$ cat config.mk
export PLATFORM = sky130hd
export DESIGN_NAME = tdm_mux16
export DESIGN_NICKNAME = d
export VERILOG_FILES = /design/src/rtl/tdm_mux16.sv
export SDC_FILE = /design/constraint.sdc
export NUM_CORES = 1
export LEC_CHECK = 0
export CAP_MARGIN = 10
export CORE_ASPECT_RATIO = 1.4
export CORE_MARGIN = 2
export CORE_UTILIZATION = 40
export CTS_CLUSTER_DIAMETER = 30
export CTS_CLUSTER_SIZE = 12
export DETAILED_ROUTE_END_ITERATION = 10
export PLACE_DENSITY_LB_ADDON = 0.2
export SLEW_MARGIN = 5
export SYNTH_ARGS = -nofsm -noshare
export SYNTH_HDL_FRONTEND = slang
export SYNTH_SLANG_ARGS = --single-unit
$ cat constraint.sdc
create_clock -name clk -period 4.3 [get_ports clk]
set_input_delay 0.645 -clock clk [delete_from_list [all_inputs] [get_ports clk]]
set_output_delay 0.645 -clock clk [all_outputs]
set_load 0.01 [all_outputs]
$ cat src/rtl/tdm_mux16.sv
// Sixteen-channel time-division multiplexer: serialises a snapshot of D onto Q,
// holding each enabled channel SLOT_CYCLES clocks and skipping masked ones in a single clock.
module tdm_mux16 #(
   parameter int unsigned SLOT_CYCLES = 4
) (
   input  logic        clk,
   input  logic        rst_n,
   input  logic [15:0] D,
   input  logic [15:0] mask,
   input  logic        start,
   input  logic        cont,
   output logic        Q,
   output logic [3:0]  A,
   output logic        valid,
   output logic        frame_sync,
   output logic        busy,
   output logic        done
);

   typedef enum logic [1:0] {IDLE, SCAN, DONE} state_t;

   localparam logic [7:0] SLOT_LAST = 8'(SLOT_CYCLES - 1);

   state_t      state, state_nxt;
   logic [3:0]  ch, ch_nxt;
   logic [7:0]  slot, slot_nxt;
   logic [15:0] snap_d, snap_d_nxt;
   logic [15:0] snap_m, snap_m_nxt;
   logic        last_cycle;
   logic        fs_nxt, done_nxt;
   logic        q_nxt, valid_nxt, busy_nxt;
   logic [3:0]  a_nxt;

   // A masked channel always lasts one cycle, an enabled one SLOT_CYCLES cycles.
   assign last_cycle = !snap_m[ch] || (slot == SLOT_LAST);

   always_ff @(posedge clk or negedge rst_n) begin
      if (!rst_n) begin
         state      <= IDLE;
         ch         <= '0;
         slot       <= '0;
         snap_d     <= '0;
         snap_m     <= '0;
         Q          <= 1'b0;
         A          <= '0;
         valid      <= 1'b0;
         frame_sync <= 1'b0;
         busy       <= 1'b0;
         done       <= 1'b0;
      end else begin
         state      <= state_nxt;
         ch         <= ch_nxt;
         slot       <= slot_nxt;
         snap_d     <= snap_d_nxt;
         snap_m     <= snap_m_nxt;
         Q          <= q_nxt;
         A          <= a_nxt;
         valid      <= valid_nxt;
         frame_sync <= fs_nxt;
         busy       <= busy_nxt;
         done       <= done_nxt;
      end
   end

   always_comb begin
      state_nxt  = state;
      ch_nxt     = ch;
      slot_nxt   = slot;
      snap_d_nxt = snap_d;
      snap_m_nxt = snap_m;
      fs_nxt     = 1'b0;
      done_nxt   = 1'b0;
      unique case (state)
         IDLE: begin
            if (start) begin
               state_nxt  = SCAN;
               ch_nxt     = '0;
               slot_nxt   = '0;
               snap_d_nxt = D;
               snap_m_nxt = mask;
               fs_nxt     = 1'b1;
            end
         end
         SCAN: begin
            if (!last_cycle) begin
               slot_nxt = slot + 8'd1;
            end else if (ch != 4'd15) begin
               ch_nxt   = ch + 4'd1;
               slot_nxt = '0;
            end else if (cont) begin
               // Back-to-back frame: fresh snapshot, no gap cycle.
               ch_nxt     = '0;
               slot_nxt   = '0;
               snap_d_nxt = D;
               snap_m_nxt = mask;
               fs_nxt     = 1'b1;
               done_nxt   = 1'b1;
            end else begin
               state_nxt = DONE;
               ch_nxt    = '0;
               slot_nxt  = '0;
               done_nxt  = 1'b1;
            end
         end
         DONE: begin
            state_nxt = IDLE;
         end
         default: begin
            state_nxt = IDLE;
         end
      endcase
   end

   // Outputs are registered from the upcoming state so they line up with it.
   always_comb begin
      busy_nxt  = (state_nxt == SCAN);
      a_nxt     = busy_nxt ? ch_nxt : 4'd0;
      valid_nxt = busy_nxt & snap_m_nxt[ch_nxt];
      q_nxt     = busy_nxt & snap_m_nxt[ch_nxt] & snap_d_nxt[ch_nxt];
   end

endmodule

==> impl_results.rst <==
.. list-table::
   :header-rows: 1

   * - Metric
     - Value
   * - Number of hold violations in the final report
     - 0
   * - Number of global-route vias before repair
     - 2603
   * - Worst path cell trace
     - mux4_1, mux2_4, and3_4, o311ai_0, and3_1, mux2i_1, o22ai_1, a2111oi_0, nor4b_2
   * - Synthesized instance count
     - 327
   * - Ratio of routed vias to standard cells
     - 5.42
   * - Overall die height
     - 105 um
   * - GRT Util Overall
     - 19.1%
   * - TritonCTS clock tree
     - done
   * - Number of setup violations in the final report
     - 0
   * - Fraction of the cycle the final worst path needs
     - 84.0%
   * - Number of filler instances in the final layout
     - 728
   * - Die width
     - 76.4 um
   * - Netlist cell types
     - 63
   * - Start-to-end type of the worst setup path
     - reg2reg
   * - Most instantiated library cell after synthesis
     - nand2_1
   * - Wire length per cell after detailed routing
     - 15.5 um
   * - Critical path data required time
     - 4.49 ns
   * - Depth of the CTS H-tree
     - 2
   * - Biggest area consumer among synthesized cells
     - dfrtp_1
   * - Overflow after GRT
     - 0
   * - Class of the tightest hold or removal check
     - in2async
   * - Placer's final routability congestion estimate
     - 0.903
   * - Total nets after synthesis
     - 365
   * - Total power
     - 0.00256 W
   * - CTS Sinks
     - 55
   * - Worst-path clk slew
     - 0.10 ns
   * - Count of boundary I/O pins
     - 45
   * - First drt pass iteration count
     - 4
   * - Remaining antenna violation count
     - 0
   * - Worst endpoint data arrival time
     - 3.80 ns
   * - Netlist area before placement
     - 0.00294 mm2
   * - Setup repair after global routing missed its margin
     - false
   * - Max Fclk
     - 277 MHz
   * - Post-CTS setup repair buffer count
     - 0
   * - Number of antenna violations at the first check in global routing
     - 0
   * - Prevailing post-synth register cell
     - dfrtp_1
   * - Initial Util
     - 40.7%
   * - Result of the run
     - finished clean
   * - DRC Markers
     - 0
   * - Max Cap Viol
     - 0
   * - VDD IR-drop max
     - 355 uV
   * - CP Capture Type
     - flip-flop
   * - Met3 wire length
     - 255 um
   * - Max Fanout on Critical Path
     - 12
   * - Number of synthesized flops with an enable pin
     - 0
   * - Cell with the biggest individual delay on the critical path
     - dfrtp_1
   * - Worst setup SP type
     - flip-flop
   * - Leakage power of the design
     - 1.62 nW
   * - Yosys Warn Count
     - 0
   * - Clock root buffer
     - clkbuf_8
   * - Routed Wire Length
     - 7270 um
   * - Routed vias
     - 2538
   * - Number of antenna diodes
     - 0
   * - TritonCTS Buffers
     - 5
   * - Crit path time final
     - 3.61 ns
   * - Share of Yosys cell area claimed by the top area cell type
     - 46.8%
   * - Nets@finish
     - 408
   * - Estimated wirelength of the detail-placed design
     - 5420 um
   * - Slew @ Worst Pin
     - 0.637 ns
   * - Fin Clk Skew
     - 0.00989 ns
   * - Area Overhead vs Synth
     - 21.4%
   * - Die area
     - 0.00806 mm2
   * - Fraction of registers with async set or reset after synthesis
     - 100%
   * - Highest routed layer
     - met4
   * - Port-buffer cells
     - 44
   * - Met2 Routed Length
     - 3740 um
   * - Total negative setup slack
     - 0 ns
   * - Largest net degree at the start of global routing
     - 37
   * - CTS hold repair buffers
     - 0
   * - Top post-synthesis cells by area
     - dfrtp_1 (47%), nand2_1 (12%), o21ai_0 (3.7%), mux2i_1 (3.4%), nand3_1 (2.4%)
   * - Count of standard-cell rows
     - 37
   * - Met1 routed wirelength after detailed routing
     - 3050 um
   * - Post-cts resize count
     - 0
   * - Ratio of cells with drive above 1 in the final layout
     - 9.70%
   * - Most common library cells after synthesis
     - nand2_1 (97), dfrtp_1 (55), o21ai_0 (22), nor2_1 (16), nand3_1 (14)
   * - Sequential fraction of the synthesis area
     - 46.8%
   * - Power density normalized to cell area
     - 718 mW/mm2
   * - Slew Viols, Final
     - 0
   * - Delay of the slowest critical-path stage
     - 0.65 ns
   * - Clock tree buffer depth
     - 2
   * - Headroom to the max-slew limit
     - 57.1%
   * - FF+latch count, synth
     - 55
   * - 1st-iter DRT viols
     - 84
   * - Clock latency at the later pin of the worst-skew pair
     - 0.31 ns
   * - Mean cell area of the mapped netlist
     - 8.98 um2
   * - Core region area
     - 0.00722 mm2
   * - Wire length of the first global-routing pass
     - 12300 um
-- cells in the final DEF, fill, tap and decap left out, types with 2 or more instances in the layout --
cell type        instances
and2_1                   3
nand4_1                  6
inv_2                    2
a22oi_1                  2
nor2_1                  16
inv_1                    7
clkdlybuf4s50_1         43
nand3_1                 14
or3b_2                   2
nand2_1                 97
nor3b_1                  3
mux2i_1                 10
o22ai_1                  2
nor3_1                   4
and3_1                   4
nor2b_1                  4
o21ai_0                 22
clkbuf_8                 6
dfrtp_1                 55
a31oi_1                  3
a221oi_1                 2
mux2_2                   3
and4_1                   3
buf_4                    6
a211oi_1                 2
nor4_1                   2
a21oi_1                  7
o31ai_1                  3
ha_1                     2
o211ai_1                 2
-- final cells by class --
class                   instances  area, um2  area share (%)
inverters                       9       33.8           0.947
clock inverters                 2       13.8           0.386
repair buffers                 50        480            13.5
multi-input cells             249       1460            40.9
clock buffers                   6       82.6            2.32
well taps                      97        121            3.40
flip-flops and latches         55       1380            38.6
-- sequential cells by signal, indices dropped and copies added, names as in the netlist --
| signal | count |
|---|---|
| snap_m | 16 |
| ch | 4 |
| state | 2 |
| frame_sync | 1 |
| Q | 1 |
| done | 1 |
| A | 4 |
| slot | 8 |
| busy | 1 |
| snap_d | 16 |
| valid | 1 |
-- power breakdown --
| group | switching (W) | leakage, nW | internal (W) |
|---|---|---|---|
| Sequential | 0.000182 | 0.693 | 0.000725 |
| Clock | 0.000173 | 0.0516 | 0.000132 |
| Combinational | 0.000766 | 0.873 | 0.000581 |
-- logic make-up (layout without fill, tap and decap cells) --
| logic type | Yosys count | after routing | synth area share, % |
|---|---|---|---|
| and+or+nand+nor | 168 | 168 | 27.6 |
| AOI/OAI and AO/OA | 61 | 61 | 13.8 |
| adders and majority gates | 2 | 2 | 0.852 |
| DFF | 55 | 55 | 46.8 |
| xor gates and xnor gates | 2 | 2 | 0.596 |
| buffers and inverters | 23 | 67 | 3.54 |
| muxes | 16 | 16 | 6.73 |
-- critical path, delay by kind of cell (launching register included) --
family / cells / cell delay, ns
AO/OA/AOI/OAI: 3 / 0.89
flip-flops: 1 / 0.65
multiplexers: 3 / 1.16
AND/OR/NAND/NOR: 3 / 0.80
-- path summary, 6_finish.rpt --
| kind | startpoint | end | slack, ns | cells past startpoint |
|---|---|---|---|---|
| worst max-delay path | ch[0]$_DFF_PN0_ | Q$_DFF_PN0_ | 0.69 | 9 |
| worst min-delay path | rst_n | done$_DFF_PN0_ | 0.34 | 1 |
| worst max register to register | ch[0]$_DFF_PN0_ | Q$_DFF_PN0_ | 0.69 | 9 |
| worst min register to register | snap_d[13]$_DFF_PN0_ | snap_d[13]$_DFF_PN0_ | 0.48 | 2 |
| max in group asynchronous | rst_n | snap_d[4]$_DFF_PN0_ | 3.15 | 2 |
| min in group clk | snap_d[13]$_DFF_PN0_ | snap_d[13]$_DFF_PN0_ | 0.48 | 2 |
-- metrics by stage --
stage                     instances  instance area, um2  setup slack [ns]  hold WS, ns  util (%)
final                           468                3570             0.689        0.344      49.4
after global routing            468                3570             0.466        0.403      49.4
after CTS                       468                3570             0.699        0.370      49.4
after detailed placement        460                3470             0.719        0.460      48.0
after global placement          460                3470             0.789        0.449      48.0
after floorplan                 327                2940              1.26        0.349         -
-- routing by layer --
layer,vias up,track usage [%]
li1,1237,-
met1,1214,22.5
met2,65,34.3
met3,22,3.08
met4,0,7.66
met5,-,0
Power figures use the tool's default switching activity.
==> variant: new RTL, same settings <==
Remove the register `A`: a continuous assignment takes its place, so the output `A` follows one clock earlier. Comments in the files are not updated.
--- a/src/rtl/tdm_mux16.sv
+++ b/src/rtl/tdm_mux16.sv
@@ -43,5 +43,4 @@
          snap_m     <= '0;
          Q          <= 1'b0;
-         A          <= '0;
          valid      <= 1'b0;
          frame_sync <= 1'b0;
@@ -55,5 +54,4 @@
          snap_m     <= snap_m_nxt;
          Q          <= q_nxt;
-         A          <= a_nxt;
          valid      <= valid_nxt;
          frame_sync <= fs_nxt;
@@ -62,4 +60,6 @@
       end
    end
+
+   assign A = a_nxt;
 
    always_comb begin
Function: changed (Yosys sat finds a counterexample within 4 cycles, from zero or initial values and one cycle with rst_n low).
==> variant against the original RTL <==
Total power down 1.3%; synthesized area is 3.4% lower; sequential cell count is 4 lower; largest power group unchanged; global-route usage increased by 1.0 points; clock power down 4%; count of clock-buffer cells in the layout grew 1; setup slack got worse by 170 ps; maximum frequency decreased by 4.4%; routed wire length decreased by 1.0%; critical path type is now flop to output pin; highest routed layer unchanged; final area fell by 2.9%; sequential share of layout area is 1.7 points lower; die area down 3.3%.
==> variant: results (changes against the original RTL) <==
| Metric | Value |
|---|---|
| Status | finished clean |
| Layout Skew | 10.7 ps (+0.853 ps) |
| Syn Nets | 361 (-1.1%) |
| Met2 wire length | 3690 um (-1.6%) |
| Sequential share of the synthesized area | 0.450 (-0.0187) |
| Hold Worst Slack | 424 ps (+79.7 ps) |
| Fill cells | 711 (-2.3%) |
| Syn Inst Count | 323 (-1.2%) |
| M3 GR Usage | 0.0399 (+0.00906) |
| Met3 wire length | 249 um (-2.4%) |
| CTS max path bufs | 2 (unchanged) |
| Total CTS buffers | 5 (unchanged) |
| Root Buffer | clkbuf_8 |
| Tightest Hold Check Type | primary input to async pin |
| Synth Flop Type | dfrtp_1 |
| Final period util | 0.879 (+0.0390) |
| Wl on met1 | 3040 um (-0.56%) |
| WL final | 7190 um (-1.0%) |
| Antenna violations before repair | 0 (unchanged) |
| Crit path to | A[1] |
| Arrival time worst endpoint | 3130 ps (-670 ps) |
| First-pass GRT wire length | 12100 um (-2.0%) |
| Routability cong. | 0.902 (about the same) |
| Pleak | 1.57 nW (-3.3%) |
| GRT Overall Usage | 0.201 (+0.0102) |
| Wire per inst | 15.6 um (+0.27%) |
| Met1 Resource Use GR | 0.249 (+0.0231) |
| Drt first pass iters | 5 (+1) |
| Commonest cells post-synth | 97 x nand2_1, 51 x dfrtp_1, 22 x o21ai_0 |
| Placement Setup Slack | 649 ps (-69.9 ps) |
| VDD IR max | 0.323 mV (-8.8%) |
| Final Net Count | 404 (-0.98%) |
| Global routing usage on met2 | 0.333 (-0.0105) |
| Top Metal Used | met4 |
| Final HPWL DP | 5260 um (-3.0%) |
| Drt initial violations | 75 (-11%) |
| Reg2reg setup slack | 610 ps (-80 ps) |
| Largest net degree at the start of global routing | 52 (+41%) |
| Top cells by area, synth | dfrtp_1 45%, nand2_1 13%, o21ai_0 3.9% |
| Placed cell count | 454 (-1.3%) |
| Post-CTS setup buffers | 0 (unchanged) |
| CP max stage cell | dfrtp_1 |
| Relative slew slack | 0.555 (-0.0167) |
| Area after DPL | 3370 um2 (-3.0%) |
| Total number of vias | 2477 (-2.4%) |
| Share of cells above drive strength 1 | 0.0954 (-0.00167) |
==> variant: cell count changes after synthesis, sizes merged <==
cell,change
dfrtp,-4
==> variant: final cells by class <==
type                            count  share of cell area
Multi-Input combinational cell    249               0.421
Timing Repair Buffer               50               0.139
Clock inverter                      1             0.00253
Sequential cell                    51               0.369
Inverter                            9             0.00976
Tap cell                           95              0.0343
Clock buffer                        7              0.0249
==> variant: where the power goes <==
group | switching, mW | leakage, nW | internal (mW) | total, mW
clock network | 0.162 | 0.0484 | 0.132 | 0.294
logic | 0.775 | 0.873 | 0.608 | 1.38
registers | 0.178 | 0.644 | 0.670 | 0.848
total | 1.12 | 1.57 | 1.41 | 2.53
==> variant: cell families after synthesis <==
group | after synthesis | synth area share
flip-flops | 51 | 0.450
adder cells (fa/ha/maj) | 2 | 0.00882
buffers and inverters | 23 | 0.0366
XOR/XNOR | 2 | 0.00617
AO/OA/AOI/OAI | 61 | 0.143
AND/OR/NAND/NOR | 168 | 0.286
multiplexers | 16 | 0.0697
